### config.mk
export PLATFORM = sky130hd
export DESIGN_NAME = uart_rx_cfg
export DESIGN_NICKNAME = d
export VERILOG_FILES = /design/src/rtl/uart_pkg.sv /design/src/rtl/uart_baud_tick.sv /design/src/rtl/uart_rx_cfg.sv
export SDC_FILE = /design/constraint.sdc
export NUM_CORES = 1
export LEC_CHECK = 0
export ABC_AREA = 1
export CORE_MARGIN = 4
export CORE_UTILIZATION = 25
export DETAILED_ROUTE_END_ITERATION = 10
export GPL_TIMING_DRIVEN = 0
export PLACE_DENSITY_LB_ADDON = 0.05
export SLEW_MARGIN = 5
export SYNTH_ARGS = -nofsm -noshare
export SYNTH_HDL_FRONTEND = slang
export SYNTH_SLANG_ARGS = --single-unit
### constraint.sdc
create_clock -name clk_i -period 3 [get_ports clk_i]
set_input_delay 0.9 -clock clk_i [delete_from_list [all_inputs] [get_ports clk_i]]
set_output_delay 0.9 -clock clk_i [all_outputs]
set_load 0.01 [all_outputs]
### src/rtl/uart_pkg.sv
// Shared UART types, frame-format limits and helpers used by the receive path
// (and the transmit path once it lands).
package uart_pkg;

    localparam int UART_MIN_DATA_WIDTH = 5;
    localparam int UART_MAX_DATA_WIDTH = 9;

    typedef enum logic [1:0] {
        UART_PARITY_NONE = 2'd0,
        UART_PARITY_ODD  = 2'd1,
        UART_PARITY_EVEN = 2'd2
    } uart_parity_e;

    typedef struct packed {
        logic [3:0]   data_bits;
        uart_parity_e parity_mode;
        logic         stop_bits;
    } uart_rx_cfg_t;

    typedef struct packed {
        logic brk;
        logic frame_err;
        logic parity_err;
    } uart_rx_err_t;

    // Narrower characters are passed zero-extended, so the unused upper bits
    // leave the reduction unchanged and one function serves every width.
    function automatic logic uart_parity(input logic [UART_MAX_DATA_WIDTH-1:0] data,
                                         input uart_parity_e                     mode);
        return (mode == UART_PARITY_ODD) ? ~^data : ^data;
    endfunction

endpackage

### src/rtl/uart_baud_tick.sv
// Oversample tick generator: one-cycle tick every divider_i clocks, held at
// zero while clear_i is high so the first tick is phase-aligned to its release.
module uart_baud_tick #(
    parameter int DIVIDER_WIDTH = 32
) (
    input  logic                     clk_i,
    input  logic                     arstn_i,
    input  logic                     clear_i,
    input  logic [DIVIDER_WIDTH-1:0] divider_i,
    output logic                     tick_o
);

    logic [DIVIDER_WIDTH-1:0] count_q, count_d;
    logic                     wrap;

    // Divider values 0 and 1 both collapse to a tick on every cycle.
    assign wrap   = (divider_i <= DIVIDER_WIDTH'(1)) ||
                    (count_q >= divider_i - DIVIDER_WIDTH'(1));
    assign tick_o = !clear_i && wrap;

    always_comb begin
        count_d = count_q + DIVIDER_WIDTH'(1);
        if (clear_i || wrap) begin
            count_d = '0;
        end
    end

    always_ff @(posedge clk_i or negedge arstn_i) begin
        if (!arstn_i) begin
            count_q <= '0;
        end else begin
            count_q <= count_d;
        end
    end

endmodule

### src/rtl/uart_rx_cfg.sv
// UART receiver with runtime frame format, 3-sample majority voting, error
// reporting and a ready/valid character stream with overrun detection.
module uart_rx_cfg
    import uart_pkg::*;
#(
    parameter int MAX_DATA_WIDTH = 9,
    parameter int OVERSAMPLE     = 16,
    parameter int DIVIDER_WIDTH  = 32
) (
    input  logic                      clk_i,
    input  logic                      arstn_i,
    input  logic                      rx_i,
    input  logic                      en_i,
    input  logic [DIVIDER_WIDTH-1:0]  clk_divider_i,
    input  logic [3:0]                data_bits_i,
    input  logic [1:0]                parity_mode_i,
    input  logic                      stop_bits_i,
    output logic [MAX_DATA_WIDTH-1:0] m_tdata_o,
    output logic [2:0]                m_tuser_o,
    output logic                      m_tvalid_o,
    input  logic                      m_tready_i,
    output logic                      overrun_o,
    output logic                      busy_o
);

    localparam int             TW       = $clog2(OVERSAMPLE);
    localparam logic [TW-1:0]  TICK_LO  = TW'(OVERSAMPLE / 2 - 1);
    localparam logic [TW-1:0]  TICK_MID = TW'(OVERSAMPLE / 2);
    localparam logic [TW-1:0]  TICK_HI  = TW'(OVERSAMPLE / 2 + 1);
    localparam logic [TW-1:0]  TICK_END = TW'(OVERSAMPLE - 1);
    localparam logic [3:0]     MIN_BITS = 4'(UART_MIN_DATA_WIDTH);
    localparam logic [3:0]     MAX_BITS = 4'(MAX_DATA_WIDTH);

    typedef enum logic [2:0] {
        IDLE, START, DATA, PARITY, STOP1, STOP2
    } rx_state_e;

    rx_state_e                 state_q, state_d;
    logic                      rx_meta_q, rx_sync_q;
    logic [TW-1:0]             tick_cnt_q, tick_cnt_d;
    logic [1:0]                samp_q, samp_d;
    logic [3:0]                bit_cnt_q, bit_cnt_d;
    logic [MAX_DATA_WIDTH-1:0] data_q, data_d;
    uart_rx_cfg_t              cfg_q, cfg_d;
    logic                      par_bit_q, par_bit_d;
    logic                      par_err_q, par_err_d;
    logic                      frm_err_q, frm_err_d;
    logic [MAX_DATA_WIDTH-1:0] tdata_q, tdata_d;
    uart_rx_err_t              tuser_q, tuser_d;
    logic                      tvalid_q, tvalid_d;
    logic                      overrun_q, overrun_d;

    logic                      tick, vote, vote_tick, end_tick;
    logic                      done, final_frame;
    uart_rx_err_t              done_err;

    uart_baud_tick #(
        .DIVIDER_WIDTH(DIVIDER_WIDTH)
    ) u_baud (
        .clk_i    (clk_i),
        .arstn_i  (arstn_i),
        .clear_i  (state_q == IDLE),
        .divider_i(clk_divider_i),
        .tick_o   (tick)
    );

    assign vote      = (samp_q[0] & samp_q[1]) | (samp_q[0] & rx_sync_q) |
                       (samp_q[1] & rx_sync_q);
    assign vote_tick = tick && (tick_cnt_q == TICK_HI);
    assign end_tick  = tick && (tick_cnt_q == TICK_END);

    assign final_frame = frm_err_q | ~vote;
    assign done_err    = '{brk:        (data_q == '0) && !par_bit_q && final_frame,
                           frame_err:  final_frame,
                           parity_err: par_err_q};

    // Per-bit tick position and the two early majority samples; the third
    // sample is the live synchronised line at the vote tick.
    always_comb begin
        tick_cnt_d = tick_cnt_q;
        samp_d     = samp_q;
        if (state_q == IDLE) begin
            tick_cnt_d = '0;
        end else if (tick) begin
            tick_cnt_d = (tick_cnt_q == TICK_END) ? '0 : tick_cnt_q + TW'(1);
            if (tick_cnt_q == TICK_LO)  samp_d[0] = rx_sync_q;
            if (tick_cnt_q == TICK_MID) samp_d[1] = rx_sync_q;
        end
    end

    always_comb begin
        state_d   = state_q;
        bit_cnt_d = bit_cnt_q;
        data_d    = data_q;
        cfg_d     = cfg_q;
        par_bit_d = par_bit_q;
        par_err_d = par_err_q;
        frm_err_d = frm_err_q;
        done      = 1'b0;

        if (state_q != IDLE && !en_i) begin
            state_d = IDLE;
        end else begin
            case (state_q)
                IDLE: begin
                    if (en_i && !rx_sync_q) begin
                        state_d   = START;
                        bit_cnt_d = '0;
                        data_d    = '0;
                        par_bit_d = 1'b0;
                        par_err_d = 1'b0;
                        frm_err_d = 1'b0;
                        if (data_bits_i < MIN_BITS)      cfg_d.data_bits = MIN_BITS;
                        else if (data_bits_i > MAX_BITS) cfg_d.data_bits = MAX_BITS;
                        else                             cfg_d.data_bits = data_bits_i;
                        case (parity_mode_i)
                            2'd1:    cfg_d.parity_mode = UART_PARITY_ODD;
                            2'd2:    cfg_d.parity_mode = UART_PARITY_EVEN;
                            default: cfg_d.parity_mode = UART_PARITY_NONE;
                        endcase
                        cfg_d.stop_bits = stop_bits_i;
                    end
                end
                START: begin
                    if (vote_tick && vote)  state_d = IDLE;
                    else if (end_tick)      state_d = DATA;
                end
                DATA: begin
                    if (vote_tick) begin
                        for (int i = 0; i < MAX_DATA_WIDTH; i++) begin
                            if (bit_cnt_q == 4'(i)) data_d[i] = vote;
                        end
                    end
                    if (end_tick) begin
                        if (bit_cnt_q == cfg_q.data_bits - 4'd1) begin
                            state_d = (cfg_q.parity_mode == UART_PARITY_NONE) ? STOP1 : PARITY;
                        end else begin
                            bit_cnt_d = bit_cnt_q + 4'd1;
                        end
                    end
                end
                PARITY: begin
                    if (vote_tick) begin
                        par_bit_d = vote;
                        par_err_d = vote != uart_parity(UART_MAX_DATA_WIDTH'(data_q),
                                                        cfg_q.parity_mode);
                    end
                    if (end_tick) state_d = STOP1;
                end
                // Single-stop frames finish mid-bit so a following start edge is never missed.
                STOP1: begin
                    if (vote_tick) begin
                        frm_err_d = final_frame;
                        if (!cfg_q.stop_bits) begin
                            done    = 1'b1;
                            state_d = IDLE;
                        end
                    end
                    if (end_tick) state_d = STOP2;
                end
                STOP2: begin
                    if (vote_tick) begin
                        frm_err_d = final_frame;
                        done      = 1'b1;
                        state_d   = IDLE;
                    end
                end
                default: state_d = IDLE;
            endcase
        end
    end

    // Output stream: a completed character is only accepted when the slot is
    // free or being drained this cycle; otherwise it is dropped and flagged.
    always_comb begin
        tdata_d   = tdata_q;
        tuser_d   = tuser_q;
        tvalid_d  = tvalid_q;
        overrun_d = 1'b0;
        if (tvalid_q && m_tready_i) begin
            tvalid_d = 1'b0;
        end
        if (done) begin
            if (!tvalid_q || m_tready_i) begin
                tvalid_d = 1'b1;
                tdata_d  = data_q;
                tuser_d  = done_err;
            end else begin
                overrun_d = 1'b1;
            end
        end
    end

    always_ff @(posedge clk_i or negedge arstn_i) begin
        if (!arstn_i) begin
            state_q    <= IDLE;
            rx_meta_q  <= 1'b1;
            rx_sync_q  <= 1'b1;
            tick_cnt_q <= '0;
            samp_q     <= '0;
            bit_cnt_q  <= '0;
            data_q     <= '0;
            cfg_q      <= '0;
            par_bit_q  <= 1'b0;
            par_err_q  <= 1'b0;
            frm_err_q  <= 1'b0;
            tdata_q    <= '0;
            tuser_q    <= '0;
            tvalid_q   <= 1'b0;
            overrun_q  <= 1'b0;
        end else begin
            state_q    <= state_d;
            rx_meta_q  <= rx_i;
            rx_sync_q  <= rx_meta_q;
            tick_cnt_q <= tick_cnt_d;
            samp_q     <= samp_d;
            bit_cnt_q  <= bit_cnt_d;
            data_q     <= data_d;
            cfg_q      <= cfg_d;
            par_bit_q  <= par_bit_d;
            par_err_q  <= par_err_d;
            frm_err_q  <= frm_err_d;
            tdata_q    <= tdata_d;
            tuser_q    <= tuser_d;
            tvalid_q   <= tvalid_d;
            overrun_q  <= overrun_d;
        end
    end

    assign m_tdata_o  = tdata_q;
    assign m_tuser_o  = tuser_q;
    assign m_tvalid_o = tvalid_q;
    assign overrun_o  = overrun_q;
    assign busy_o     = (state_q != IDLE);

endmodule

==> flow_summary.json <==
{
  "status": "complete, but fails checks",
  "failed_checks": "negative setup slack",
  "start_kind": "input pin",
  "die_h_um": 161,
  "synth.most_common_cell": "nand2_1",
  "fmax_mhz": 253,
  "post-route-util_pct": 36.2,
  "setup_violations": 71,
  "synth_top_cell_area_share_pct": 33.5,
  "finalHoldViolCount": 0,
  "cts_tree": "built",
  "num_io_pins": 59,
  "ff2ff_path_depth": 13,
  "ir_drop_uv": 271,
  "drtIter0Drc": 263,
  "synth_enable_flop_cells": 0,
  "clk_path_buf_depth": 2,
  "synth_area_leader_cell": "dfrtp_1",
  "grt_pass1_vias": 5712,
  "htree_levels": 3,
  "synth_commonest_cells": "nand2_1 (161), nor2_1 (116), inv_1 (102), dfrtp_1 (78), ha_1 (47)",
  "drcViolationCount": 0,
  "vias": 5523,
  "power_leakage_nw": 3.64,
  "fin_area_um2": 8250,
  "yosysWarnings": 0,
  "synthCells": 788,
  "cp_max_fo": 5,
  "syn_area_um2": 5830,
  "timing.rr.start": "u_baud.count_q[2]",
  "std_cell_rows": 55,
  "synth_ff_type": "dfrtp_1",
  "cp-end-kind": "register",
  "powerDensity_nw_per_um2": 533,
  "clk_latency_ns": 0.34,
  "grt_pass1_wl_mm": 27.5,
  "rsz0062_at_grt": "yes",
  "slew-limit-headroom_pct": 60.3,
  "drv_slew": 0,
  "dieArea_um2": 25800,
  "tightestPinTransition_ns": 0.591,
  "fill_cells": 2353,
  "cp_slowest_cell": "ha_1",
  "slowest_delay_ns": 0.32,
  "wl_per_cell_um": 13.7,
  "synthTopCellsByArea": "dfrtp_1 (33%), nand2_1 (10%), ha_1 (10%), nor2_1 (7.5%), inv_1 (6.6%)",
  "grt_usage_pct": 13.1,
  "antenna_found_initial": 0,
  "cap_viol_max_count": 0,
  "fin_crit_ns": 3.95,
  "clkTransAtPathRegs_ns": 0.06,
  "cts_buffers": 9,
  "dp_hpwl_mm": 12.1,
  "yosysSeqAreaShare_pct": 34.4,
  "grt_overflow": 0,
  "cp.arrival_ns": 4.19,
  "hold_buffers": 0,
  "die_w_um": 161,
  "nNetsFinal": 998,
  "drtPass1Iterations": 4,
  "crit_type": "input pin to register",
  "avgSynthCellArea_um2": 7.40,
  "port_buffers": 58,
  "pre_cts_ws_ns": -2.21,
  "r2r_slack_ns": 0.54,
  "reg2reg_to": "u_baud.count_q[29]",
  "num_antenna_cells": 0,
  "grt_max_degree": 60,
  "ant_nets": 0,
  "drt_wl_total_mm": 16.8,
  "holdPathEnd": "rx_sync_q",
  "synth_nets": 879,
  "worstPathRequired_ns": 3.24,
  "worst_hold_path_type": "register to register",
  "finClkSkew_ns": 0.0104,
  "initial_core_util_pct": 25.6,
  "place_congestion": 0.877,
  "synth.distinct_cells": 39,
  "via_per_inst": 4.51,
  "ctsRootBufferMaster": "clkbuf_16",
  "hold_path_depth": 0,
  "placed_cell_area_um2": 6860,
  "cts_sinks": 80,
  "fin_ws_ns": -0.951,
  "drive_gt1_share_pct": 25.4,
  "area_growth_pct": 41.4,
  "ys_ff_latch": 80,
  "async_flop_share_pct": 100,
  "period_share_pct": 132,
  "min_from": "rx_meta_q",
  "coreArea_um2": 22800
}
final cells by class:
cell class	count	area, um^2	share of cell area (%)
buffer	7	96.3	1.17
clock buffer	11	233	2.82
clock inverter	5	129	1.56
inverter	116	450	5.46
multi-input combinational	585	3910	47.4
sequential	80	2000	24.3
tap	313	392	4.75
timing repair buffer	108	1040	12.6
state kept, by name (all words and copies together) (netlist names):
name            count
bit_cnt_q           4
cfg_q               7
data_q              9
frm_err_q           1
m_tdata_o           9
m_tuser_o           3
m_tvalid_o          1
overrun_o           1
par_bit_q           1
par_err_q           1
rx_meta_q           1
rx_sync_q           1
samp_q              2
state_q             3
tick_cnt_q          4
u_baud.count_q     32
cells in the final DEF, fill, tap and decap left out, types with 6 or more instances in the layout:
cell type / instances
nand2_1: 149
inv_1: 98
dfrtp_1: 78
nor2_1: 73
ha_1: 46
buf_4: 41
xor2_1: 39
clkdlybuf4s50_1: 38
nor2_2: 29
nor2_4: 27
nand3_1: 27
a21oi_1: 25
nand4_1: 21
a21oi_2: 17
inv_2: 14
xnor2_1: 14
nand2_2: 13
nor3_2: 13
o21ai_0: 13
nor3_1: 11
clkbuf_16: 11
dlygate4sd2_1: 11
nor4_1: 6
o21ai_2: 6
buf_6: 6
buf_12: 6
layer usage:
metal / global-route usage, % / up-vias / share of wire [%]
li1: - / 2790 / -
met1: 15.5 / 2598 / 43
met2: 23.3 / 105 / 51
met3: 2.51 / 30 / 3.6
met4: 5.35 / 0 / 2.6
met5: 0 / - / 0
timing repair:
| item | 4_1_cts | 5_1_grt |
|---|---|---|
| pin swaps | 48 | 36 |
| setup buffers | 37 | 12 |
| gates resized for setup | 150 | 65 |
| gates cloned | 3 | 0 |
| setup endpoints to repair | 71 | 71 |
power breakdown:
part	switching, W	internal (W)	total [W]
registers	0.0000909	0.00119	0.00128
logic	0.00105	0.000709	0.00176
clock network	0.000461	0.000900	0.00136
total	0.00160	0.00280	0.00439
critical path, delay by kind of cell:
kind	cells	cell delay [ns]
AOI/OAI and AO/OA	3	0.39
xor gates and xnor gates	1	0.10
adders and majority gates	1	0.32
buffers and inverters	6	0.61
and+or+nand+nor	17	1.85
worst max-delay path by stage:
stage	startpoint	to	slack [ns]	cells after the start
finish	clk_divider_i[2]	par_bit_q	-0.95	28
global route	clk_divider_i[2]	m_tdata_o[7]	-1.16	28
CTS	clk_divider_i[1]	m_tdata_o[7]	-0.97	27
detailed placement	clk_divider_i[1]	u_baud.count_q[29]	-2.21	21
global placement	arstn_i	u_baud.count_q[2]	-2.21	1
floorplan	clk_divider_i[2]	m_tdata_o[8]	-0.72	26
cells by family after synthesis:
family / count (synthesis) / synth area share (%)
AND/OR/NAND/NOR: 398 / 31.1
buffers and inverters: 123 / 8.24
AO/OA/AOI/OAI: 87 / 8.24
flip-flops: 80 / 34.4
XOR/XNOR: 53 / 7.96
adder cells (fa/ha/maj): 47 / 10.1
per-stage QoR:
step           setup TNS [ns]  instances  power (W)  hold slack, ns
2_1_floorplan          -41.97        788    0.00210           0.345
3_3_place_gp          -312.64       1159    0.00251           0.349
3_5_place_dp          -143.30       1160    0.00252           0.347
4_1_cts                -61.38       1216    0.00440           0.355
5_1_grt                -74.86       1225    0.00468           0.357
6_report               -58.33       1225    0.00439           0.354
Note: power is estimated with default switching activity, not from simulation.
